$ cat config.mk
export PLATFORM = sky130hd
export DESIGN_NAME = mips_bus_arbiter
export DESIGN_NICKNAME = d
export VERILOG_FILES = /design/src/rtl/mips_bus_pkg.sv /design/src/rtl/mips_bus_arbiter.sv
export SDC_FILE = /design/constraint.sdc
export NUM_CORES = 1
export LEC_CHECK = 0
export ABC_AREA = 1
export CAP_MARGIN = 20
export CORE_AREA = 8 8 114 116
export DETAILED_ROUTE_END_ITERATION = 10
export DIE_AREA = 0 0 122 124
export HOLD_SLACK_MARGIN = 0.02
export PLACE_DENSITY_LB_ADDON = 0.05
export SYNTH_ARGS = -nofsm -noshare
export SYNTH_HDL_FRONTEND = slang
export SYNTH_SLANG_ARGS = --single-unit
export TNS_END_PERCENT = 100
$ cat constraint.sdc
create_clock -name clk -period 3 [get_ports clk]
set_input_delay 0.6 -clock clk [delete_from_list [all_inputs] [get_ports clk]]
set_output_delay 0.6 -clock clk [all_outputs]
set_load 0.02 [all_outputs]
$ cat src/rtl/mips_bus_pkg.sv
// Shared types and widths for the MIPS CPU memory-bus arbiter.
// Holds the arbiter state encoding, the port-owner encoding and the bus
// widths used by mips_bus_arbiter and anything that talks to its ports.
package mips_bus_pkg;

  localparam int ADDR_W = 32;
  localparam int DATA_W = 32;
  localparam int BE_W   = DATA_W / 8;

  typedef enum logic [1:0] {
    IDLE = 2'd0,
    BUSY = 2'd1,
    RESP = 2'd2
  } state_t;

  typedef enum logic {
    OWN_I = 1'b0,
    OWN_D = 1'b1
  } owner_t;

endpackage

$ cat src/rtl/mips_bus_arbiter.sv
// Purpose: shares one Avalon-style memory port between the fetch unit (read
//   only) and the load/store unit (read/write with byte enables).
// Latency: request in cycle N -> strobe in N+1; with no stall, accept in N+1,
//   read data in N+2, back in IDLE in N+3.
// Backpressure: a port's waitrequest is low only in its acceptance cycle;
//   mem_waitrequest stalls acceptance, and TIMEOUT stalls abort with bus_error.
// Ports:
//   clk, reset          clock and synchronous active-low reset
//   i_*                 fetch requester (read only)
//   d_*                 data requester (read/write, byte-enabled)
//   mem_*               shared memory port, word-aligned address
//   bus_error           sticky stall-timeout flag, cleared only by reset
module mips_bus_arbiter
  import mips_bus_pkg::*;
#(
  parameter bit RR      = 1'b1,
  parameter int TIMEOUT = 1023
) (
  input  logic              clk,
  input  logic              reset,
  input  logic              i_read,
  input  logic [ADDR_W-1:0] i_address,
  output logic              i_waitrequest,
  output logic [DATA_W-1:0] i_readdata,
  output logic              i_readdatavalid,
  input  logic              d_read,
  input  logic              d_write,
  input  logic [ADDR_W-1:0] d_address,
  input  logic [DATA_W-1:0] d_writedata,
  input  logic [BE_W-1:0]   d_byteenable,
  output logic              d_waitrequest,
  output logic [DATA_W-1:0] d_readdata,
  output logic              d_readdatavalid,
  output logic [ADDR_W-1:0] mem_address,
  output logic              mem_read,
  output logic              mem_write,
  output logic [DATA_W-1:0] mem_writedata,
  output logic [BE_W-1:0]   mem_byteenable,
  input  logic              mem_waitrequest,
  input  logic [DATA_W-1:0] mem_readdata,
  output logic              bus_error
);

  localparam int CW = (TIMEOUT < 2) ? 1 : $clog2(TIMEOUT + 1);

  state_t            state, state_nxt;
  owner_t            owner, rr_last, grant;
  logic              cmd_write;
  logic [ADDR_W-1:0] cmd_addr;
  logic [DATA_W-1:0] cmd_wdata;
  logic [BE_W-1:0]   cmd_be;
  logic [CW-1:0]     stall_cnt;
  logic              err_q;

  logic i_req, d_req, tie, busy, accept, timeout;

  assign i_req   = i_read;
  assign d_req   = d_read | d_write;
  assign tie     = i_req & d_req;
  assign busy    = (state == BUSY);
  assign accept  = busy & ~mem_waitrequest;
  // The last permitted stall cycle: counter has already seen TIMEOUT-1 stalls.
  assign timeout = busy & mem_waitrequest & (stall_cnt == CW'(TIMEOUT - 1));

  // Owner selection. The round-robin pointer only tracks tie-break grants, so
  // an uncontested grant in between does not disturb the alternation.
  always_comb begin
    grant = OWN_I;
    if (tie) begin
      if (RR) grant = (rr_last == OWN_D) ? OWN_I : OWN_D;
      else    grant = OWN_D;
    end else if (d_req) begin
      grant = OWN_D;
    end
  end

  always_comb begin
    state_nxt = state;
    case (state)
      IDLE: if (i_req | d_req) state_nxt = BUSY;
      BUSY: begin
        if (accept)       state_nxt = cmd_write ? IDLE : RESP;
        else if (timeout) state_nxt = IDLE;
      end
      RESP:    state_nxt = IDLE;
      default: state_nxt = IDLE;
    endcase
  end

  always_ff @(posedge clk) begin
    if (!reset) begin
      state     <= IDLE;
      owner     <= OWN_I;
      rr_last   <= OWN_D;
      cmd_write <= 1'b0;
      cmd_addr  <= '0;
      cmd_wdata <= '0;
      cmd_be    <= '0;
      stall_cnt <= '0;
      err_q     <= 1'b0;
    end else begin
      state <= state_nxt;
      if (state == IDLE && (i_req | d_req)) begin
        owner     <= grant;
        stall_cnt <= '0;
        if (tie) rr_last <= grant;
        if (grant == OWN_D) begin
          // A simultaneous read and write is treated as a write.
          cmd_write <= d_write;
          cmd_addr  <= {d_address[ADDR_W-1:2], 2'b00};
          cmd_wdata <= d_writedata;
          cmd_be    <= d_byteenable;
        end else begin
          cmd_write <= 1'b0;
          cmd_addr  <= {i_address[ADDR_W-1:2], 2'b00};
          cmd_wdata <= '0;
          cmd_be    <= '1;
        end
      end
      if (timeout)                          err_q     <= 1'b1;
      else if (busy && mem_waitrequest)     stall_cnt <= stall_cnt + CW'(1);
    end
  end

  // Memory side is driven purely from the latched command while BUSY.
  assign mem_read       = busy & ~cmd_write;
  assign mem_write      = busy & cmd_write;
  assign mem_address    = busy ? cmd_addr  : '0;
  assign mem_writedata  = busy ? cmd_wdata : '0;
  assign mem_byteenable = busy ? cmd_be    : '0;

  assign i_waitrequest = ~(accept & (owner == OWN_I));
  assign d_waitrequest = ~(accept & (owner == OWN_D));

  assign i_readdatavalid = (state == RESP) & (owner == OWN_I);
  assign d_readdatavalid = (state == RESP) & (owner == OWN_D);
  assign i_readdata      = i_readdatavalid ? mem_readdata : '0;
  assign d_readdata      = d_readdatavalid ? mem_readdata : '0;

  assign bus_error = err_q;

endmodule

==> impl.org, run 1 <==
** Drt
- The detailed router finished its first iteration with 242 violations.
- Detailed-route DRC error count :: 0
- The count of nets left with antenna violations once routing finished came out at 0.
- Average detailed-routed wire length per instance :: 15.5 um
- Per-cell via count in the routed design :: 4.78
- Routed wire length :: 17.1 mm
- The first detailed-routing pass ran for 4 iterations.
- The final route contains 5266 vias.

** Global routing
- GRT Overall Usage :: 20.9%
- Entering global routing, the biggest net connects 51 pins.
- GRT overflow :: 0
- Number of global-route vias before repair :: 5100
- Number of antenna violations at the first check in global routing :: 1
- The first global-routing pass estimated 25.2 mm of wire.

** Logic synthesis
- Yosys warnings :: 0
- Count of distinct cell types in the synthesized netlist :: 31
- Simple logic cell fraction of the synthesized area :: 27.6%
- Xor and xnor fraction of the mapped netlist area :: 0.200%
- After synthesis the netlist holds a flip-flop and latch count of 82.
- After synthesis the cells add up to 0.00437 mm2.
- Each instance of the synthesized netlist takes up on average 6.21 um2.
- Of the total synthesized cell area, the portion taken by full adders, half adders and majority gates is 0.572%.
- The synthesized netlist devotes 18.1% of its cell area to compound gates.
- Counting every instance in the synthesized netlist gives 704.
- Multiplexer share of the synthesized area :: 0%
- After synthesis, the largest family of logic cells by area is simple AND/OR/NAND/NOR gates.
- For this run, the register share of the synthesized area comes to 37.6%.

** Placement
- DP Cell Count :: 1085
- Standard cell area after detailed placement :: 0.00712 mm2
- PortBufs :: 270
- Post-DP HPWL :: 13.3 mm
- Routability congestion estimate :: 0.877

** Finish
- Ratio of cells with drive above 1 in the final layout :: 4.38%
- Leaving out fill and tap cells, the most frequent cell in the layout is sky130_fd_sc_hd__clkdlybuf4s50_1.
- For this run, the share of the core covered by cells in the final layout is 67.1%.
- Most used cells in the layout excluding fill and tap cells :: sky130_fd_sc_hd__clkdlybuf4s50_1, sky130_fd_sc_hd__nor2_1, sky130_fd_sc_hd__nand2_1
- From synthesis to final layout, the design area changed by 71.5%.
- Filler cell count :: 979
- Final instance count without filler cells :: 1102
- Final nets :: 1093
- Final design instance area without fill :: 0.00750 mm2

** Setup path
- Critical path fanouts, max :: 32
- Slowest stage delay, CP :: 0.63 ns
- Slowest stage cell on the critical path :: sky130_fd_sc_hd__clkdlybuf4s50_1
- Tracing the worst setup path back leads to its startpoint at state[1].
- STA classifies the critical path endpoint as an output pin.
- For the worst setup path, the data required time is 2.40 ns.
- The cell that appears most often on the critical path is sky130_fd_sc_hd__inv_1.
- The worst setup path is launched from a flip-flop.
- The worst register-to-register path begins at state[0].
- Critical Setup Path Class :: reg -> out
- Worst path arrival time :: 2.17 ns
- Cells traversed along the worst timing path :: inv_1 -> nor3_1 -> inv_1 -> buf_4 -> nor2_1 -> clkdlybuf4s50_1

** STA
- The final max-slew violation count came to 0.
- Setup repair after global routing left no endpoint under its margin.
- For the final database, setup skew stands at 0.00646 ns.
- Maximum achievable frequency :: 360 MHz
- Worst relative slew slack :: 37.1%
- After routing, the total negative slack on setup checks comes to 0 ns.
- Period minus WS final :: 2.77 ns
- Slew at the pin with the worst max-slew slack :: 0.942 ns
- Hold is met by 0.456 ns.
- In the finished design, the share of the clock period the worst path needs comes to 92.5%.
- The count of endpoints failing hold in the final timing report is 0.
- Final setup vio count :: 0

** Power and ir drop
- Clock network fraction of design power :: 39.8%
- Power density over the cells :: 452 mW/mm2
- In this run the power spent charging and discharging nets is 0.938 mW.
- Per report_power, the combinational group accounts for 23.8% of the total.
- Static leakage :: 2.97 nW
- The internal power of the cells totals 2.45 mW.
- The worst-case IR drop observed on VDD is 0.000273 V.
- Of the total power, registers draw 36.3%.
- Of the total power, the share spent switching nets is 27.7%.

** Clock tree
- TritonCTS built the clock tree.
- Counting every sink on the clock net gives 82.
- The later pin in the worst-skew pair is clocked with a latency of 0.34 ns.
- Clock transition at the register clock pins on the worst setup and hold paths after CTS :: 0.06 ns
- H-tree lvl count :: 3
- Setup Buffers After CTS :: 0
- Counting the buffers created by CTS gives 9.
- Clock root cell :: sky130_fd_sc_hd__clkbuf_16
- Clk buf depth :: 2

** Hold path
- The min-delay analysis places its worst path in the category reg -> reg.
- In this run the most critical hold path is launched from bus_error.

** Floorplan
- The floorplan has 39 rows.
- Once the floorplan was initialized, standard cells occupied 39.1% of the core.
- Top-level port count :: 277
- DIE HEIGHT :: 124 um
- After floorplanning, the core was sized to cover 0.0112 mm2.
- The die covers 0.0151 mm2.
- The die is 122 um wide.

** Flow run
- Max-cap viol count :: 0

** Outcome
- Status :: finished, final reports clean
## layer usage
metal  GRT usage [%]  vias up  part of all wire (%)
li1                -     2638                     -
met1            20.2     2380                    36
met2            39.0      220                    51
met3            7.93       28                    11
met4            9.18        0                   2.5
met5               0        -                     0
## critical path, delay by kind of cell (launching register included)
kind / cells / cell delay, ns
AND/OR/NAND/NOR: 2 / 0.41
flip-flops: 1 / 0.37
buffers and inverters: 4 / 1.05
## timing repair
item | 4_1_cts | 5_1_grt
setup endpoints to repair | 0 | 15
hold endpoints to repair | 0 | 0
hold buffers | 0 | 0
resized for setup | 0 | 2
## worst paths after layout
kind                            slack (ns)  cells after the start              to
worst max-delay path                  0.23                      6  i_readdata[18]
worst min-delay path                  0.46                      2       bus_error
worst max register to register        1.29                      6    stall_cnt[5]
worst min register to register        0.46                      2       bus_error
## cells in the mapped netlist
cell                       instances  area (um2)
sky130_fd_sc_hd__xor2_1            1        8.76
sky130_fd_sc_hd__buf_1             6        22.5
sky130_fd_sc_hd__ha_1              2        25.0
sky130_fd_sc_hd__inv_2             1        3.75
sky130_fd_sc_hd__buf_4             6        45.0
sky130_fd_sc_hd__nor2_4            2        22.5
sky130_fd_sc_hd__nand3_1           9        45.0
sky130_fd_sc_hd__nor4_1            1        6.26
sky130_fd_sc_hd__nor3_1            5        25.0
sky130_fd_sc_hd__clkinv_1          1        3.75
sky130_fd_sc_hd__a21oi_2           1        8.76
sky130_fd_sc_hd__nor2_1          147         552
sky130_fd_sc_hd__nand3_2           1        10.0
sky130_fd_sc_hd__clkbuf_1         13        48.8
sky130_fd_sc_hd__inv_1           120         450
sky130_fd_sc_hd__nand2_2           3        18.8
sky130_fd_sc_hd__buf_2            15        75.1
sky130_fd_sc_hd__o21ai_0          11        55.1
sky130_fd_sc_hd__nand2_1         123         462
sky130_fd_sc_hd__buf_6             4        45.0
sky130_fd_sc_hd__conb_1            1        3.75
sky130_fd_sc_hd__dfxtp_1          82        1640
sky130_fd_sc_hd__nor2_8            1        20.0
sky130_fd_sc_hd__nand2_4           1        11.3
sky130_fd_sc_hd__nand3b_1          2        15.0
sky130_fd_sc_hd__nand4_1           2        12.5
sky130_fd_sc_hd__a21boi_4          1        18.8
sky130_fd_sc_hd__nor2_2            1        6.26
sky130_fd_sc_hd__a21oi_1         109         546
sky130_fd_sc_hd__o21ai_2           1        8.76
sky130_fd_sc_hd__o21ai_1          31         155
## final cells by class
type,instances,area (um2),area share [%]
sequential,82,1640,21.9
clock buffer,9,225,3.00
timing repair buffer,281,2800,37.3
multi-input combinational,457,2050,27.4
clock inverter,7,141,1.89
inverter,122,458,6.11
tap,143,179,2.39
antenna,1,2.50,0.0334
## sequential cells by signal, indices dropped and copies added (netlist names)
signal and flops:
cmd_wdata 32, cmd_addr 30, stall_cnt 10, cmd_be 4, state 2, bus_error 1
cmd_write 1, owner 1, rr_last 1
## per-stage QoR
step | total power [mW] | worst slack (ns)
after floorplan | 1.68 | 0.755
after global routing | 3.52 | 0.0793
after global placement | 2.04 | 0.451
after CTS | 3.41 | 0.0313
after detailed placement | 2.06 | 0.397
final | 3.39 | 0.226
## power by group through the flow
| stage | clock, mW | sequential (mW) | combinational (mW) |
|---|---|---|---|
| finish | 1.35 | 1.23 | 0.808 |
| global route | 1.40 | 1.24 | 0.881 |
| CTS | 1.37 | 1.23 | 0.816 |
| detailed placement | 0 | 1.25 | 0.810 |
| global placement | 0 | 1.25 | 0.790 |
| floorplan | 0 | 1.24 | 0.443 |
## cell families (layout without fill, tap and decap cells)
group,Yosys count,in the layout
AND/OR/NAND/NOR,298,298
buffers and inverters,166,419
AO/OA/AOI/OAI,154,154
flip-flops,82,82
adder cells (fa/ha/maj),2,2
other,1,3
XOR/XNOR,1,1
No activity file was read; power rests on OpenSTA's default activity.
==> run 2, diff against run 1 <==
- CAP_MARGIN: 20 -> 40
- GPL_TIMING_DRIVEN: default -> 0
- SETUP_SLACK_MARGIN: default -> 0.1
==> run 2 against run 1 <==
Net effect: sequential power about the same; cell area up 1.6%; worst setup slack worse by 0.028 ns; die area unchanged; combinational power up 3.5%; critical path type unchanged; power down 0.97%; largest cell class unchanged.
==> impl.org, run 2 (same netlist as run 1, synthesis figures left out) <==
** Outcome
- The flow ran to the end, and the final reports show no timing, DRC or antenna violations.

** STA
- In the finished design, the share of the clock period the worst path needs comes to 93.4%.
- For the pin with the worst max-slew slack, the measured transition is 0.540 ns.
- Final setup vio count :: 0
- Counting I/O delays and the setup requirement, the final critical path takes 2.80 ns.
- Number of max-slew violations in the final report :: 0
- The worst pin sits at a relative slew slack of 64.0%.
- Total Negative Setup Slacks :: 0 ns
- Clock skew :: 0.00824 ns
- Fin. Hold Viols :: 0
- Maximum achievable frequency :: 357 MHz
- Setup repair after global routing left no endpoint under its margin.
- Across all setup checks in the final design, the least slack found is 0.197 ns.
- Hold timing on the final database bottoms out at a slack of 0.450 ns.

** Setup path
- Cell repeated most along the worst path :: sky130_fd_sc_hd__inv_1
- The worst register-to-register path begins at stall_cnt[0].
- Crit path launch type :: flip-flop
- In this run the number of cells on the critical path is 6.
- Kind of capture point of the worst setup path :: output pin
- Reg-to-Reg End :: stall_cnt[8]
- Counting both buffers and inverters, the worst setup path holds a total of 4.
- The worst register-to-register path has a depth of 10.
- For this design, the slowest cell found on the critical path is sky130_fd_sc_hd__clkdlybuf4s50_1.
- The most critical setup path has its startpoint at owner.
- Critical path fanouts, max :: 10
- For flop-to-flop paths, the worst setup slack is 1.45 ns.
- Data on the critical path arrives at its endpoint at 2.20 ns.
- The signal on the critical path passes through inv_1 -> nor3_1 -> inv_1 -> buf_2 -> nor2_1 -> clkdlybuf4s50_1.
- The most critical setup path has its endpoint at d_readdata[10].
- For the worst setup path, the data required time is 2.40 ns.
- The critical path is of the reg -> out type.
- Cell class contributing the biggest share of worst-path delay :: buffers and inverters
- In this design, the stage delay of the slowest critical-path cell is 0.64 ns.

** Finish
- The finished cells cover 0.00762 mm2.
- The register with the most flip-flops in the layout has 32 of them.
- Final instance count without filler cells :: 1134
- Most used cells in the layout excluding fill and tap cells :: sky130_fd_sc_hd__clkdlybuf4s50_1, sky130_fd_sc_hd__nor2_1, sky130_fd_sc_hd__nand2_1
- Most frequent standard cell in the layout excluding fill and tap cells :: sky130_fd_sc_hd__clkdlybuf4s50_1
- Antenna diodes :: 0
- Fill cells in the final layout number 1039.
- Biggest registers after layout :: cmd_wdata x32, cmd_addr x30, stall_cnt x10
- The net count of the finished layout is 1126.
- The area growth from synthesis to layout is 74.2%.
- Cells fill 68.2% of the core in the end.
- Largest Register :: cmd_wdata
- In the final layout, the share of cells above drive strength 1 is 5.65%.

** Hold path
- Hold_sp :: bus_error
- The worst hold path belongs to the class reg -> reg.

** Clock tree
- For this design, the sink count on the clock tree is 82.
- Clock-pin slew was measured on the worst setup and hold paths at 0.06 ns.
- Clk Latency, worst-skew pair :: 0.34 ns
- The number of clock buffers added by TritonCTS is 9.
- CTS built an H-tree with a depth of 3.
- CTS tree :: done
- The number of hold buffers added after CTS was 0.
- Post-CTS sizing :: 1
- In this run the post-CTS setup repair buffer count came out at 0.
- The longest clock path from root to sink contains 2 buffers.
- The root buffer cell chosen for the clock tree is sky130_fd_sc_hd__clkbuf_16.

** Floorplan
- Top-level port count :: 277
- Core Box Area :: 0.0112 mm2
- Site row count :: 39
- Measured along the x axis, the die boundary spans 122 um.
- Die area :: 0.0151 mm2
- DIE HEIGHT :: 124 um
- For this configuration, the core starts out at a cell density of 39.1%.

** Global routing
- GRT overflow :: 0
- Number of global-route vias before repair :: 4888
- Largest net degree at the start of global routing :: 15
- GRT Overall Usage :: 20.9%
- First-pass GRT wire length :: 25.1 mm
- Number of antenna violations at the first check in global routing :: 0

** Drt
- For this run, the detailed router's first-pass iteration total came to 5.
- In the routed layout, each cell is associated on average with a via count of 4.62.
- The count of nets left with antenna violations once routing finished came out at 0.
- For this block, the initial DRC count from the detailed router was 199.
- The final route contains 5243 vias.
- The final layout contains routed wiring with a total length of 16.8 mm.
- In the final routed layout, each cell accounts on average for 14.8 um.
- Detailed-route DRC error count :: 0

** Power and ir drop
- After layout, the design draws a total of 3.36 mW.
- Dividing total power by cell area gives a power density of 441 mW/mm2.
- IR analysis of the VDD net gives a maximum drop of 0.000331 V.
- For this design the static power due to leakage is 3.03 nW.

** Placement
- At the placement stage, the worst setup path has a slack of 0.405 ns.
- Standard cell area after detailed placement :: 0.00726 mm2
- PortBufs :: 270
- Counting tap cells, the placed design contains a total of 1118 instances.
- Post-DP HPWL :: 13.4 mm
- Routability congestion estimate :: 0.862

** Flow run
- Max-cap viol count :: 0
==> run 2: cell count changes in the layout (fill, tap and decap cells not counted), moves of 4 or more <==
cell,previous run,this run
sky130_fd_sc_hd__buf_2,0,16
sky130_fd_sc_hd__clkbuf_1,0,13
sky130_fd_sc_hd__buf_1,0,5
sky130_fd_sc_hd__buf_4,10,6
sky130_fd_sc_hd__buf_6,0,4
==> run 2: where the power goes <==
group	internal (mW)	switching [mW]	leakage [nW]
clock network	0.837	0.457	0.165
registers	1.18	0.0464	0.674
logic	0.395	0.441	2.19
total	2.41	0.944	3.03
==> run 2: tightest hold or removal path, delay by kind of cell (launching register included) <==
kind                   cells  cell delay (ns)
AOI/OAI and AO/OA          1             0.05
buffers and inverters      1             0.05
DFF                        1             0.31
==> run 2: how the worst min path moves through the flow <==
stage / endpoint / cells after the start
after detailed placement: bus_error / 2
after global routing: cmd_wdata[2] / 2
after floorplan: cmd_be[0] / 2
after CTS: bus_error / 2
after global placement: bus_error / 2
final: bus_error / 2
==> run 2: final cells by class <==
class	instances	area [um2]	share of cell area (%)
Buffer	44	238	3.12
Clock buffer	10	239	3.14
Clock inverter	6	114	1.49
Inverter	122	458	6.01
Multi-Input combinational cell	457	2040	26.8
Sequential cell	82	1640	21.6
Tap cell	143	179	2.35
Timing Repair Buffer	270	2700	35.5
==> run 2: metal layers <==
metal | vias to the layer above | part of all wire (%) | GRT usage (%)
met4 | 0 | 0.91 | 4.78
li1 | 2705 | - | -
met5 | - | 0 | 0
met3 | 11 | 12 | 8.48
met1 | 2311 | 37 | 22.5
met2 | 216 | 50 | 37.7
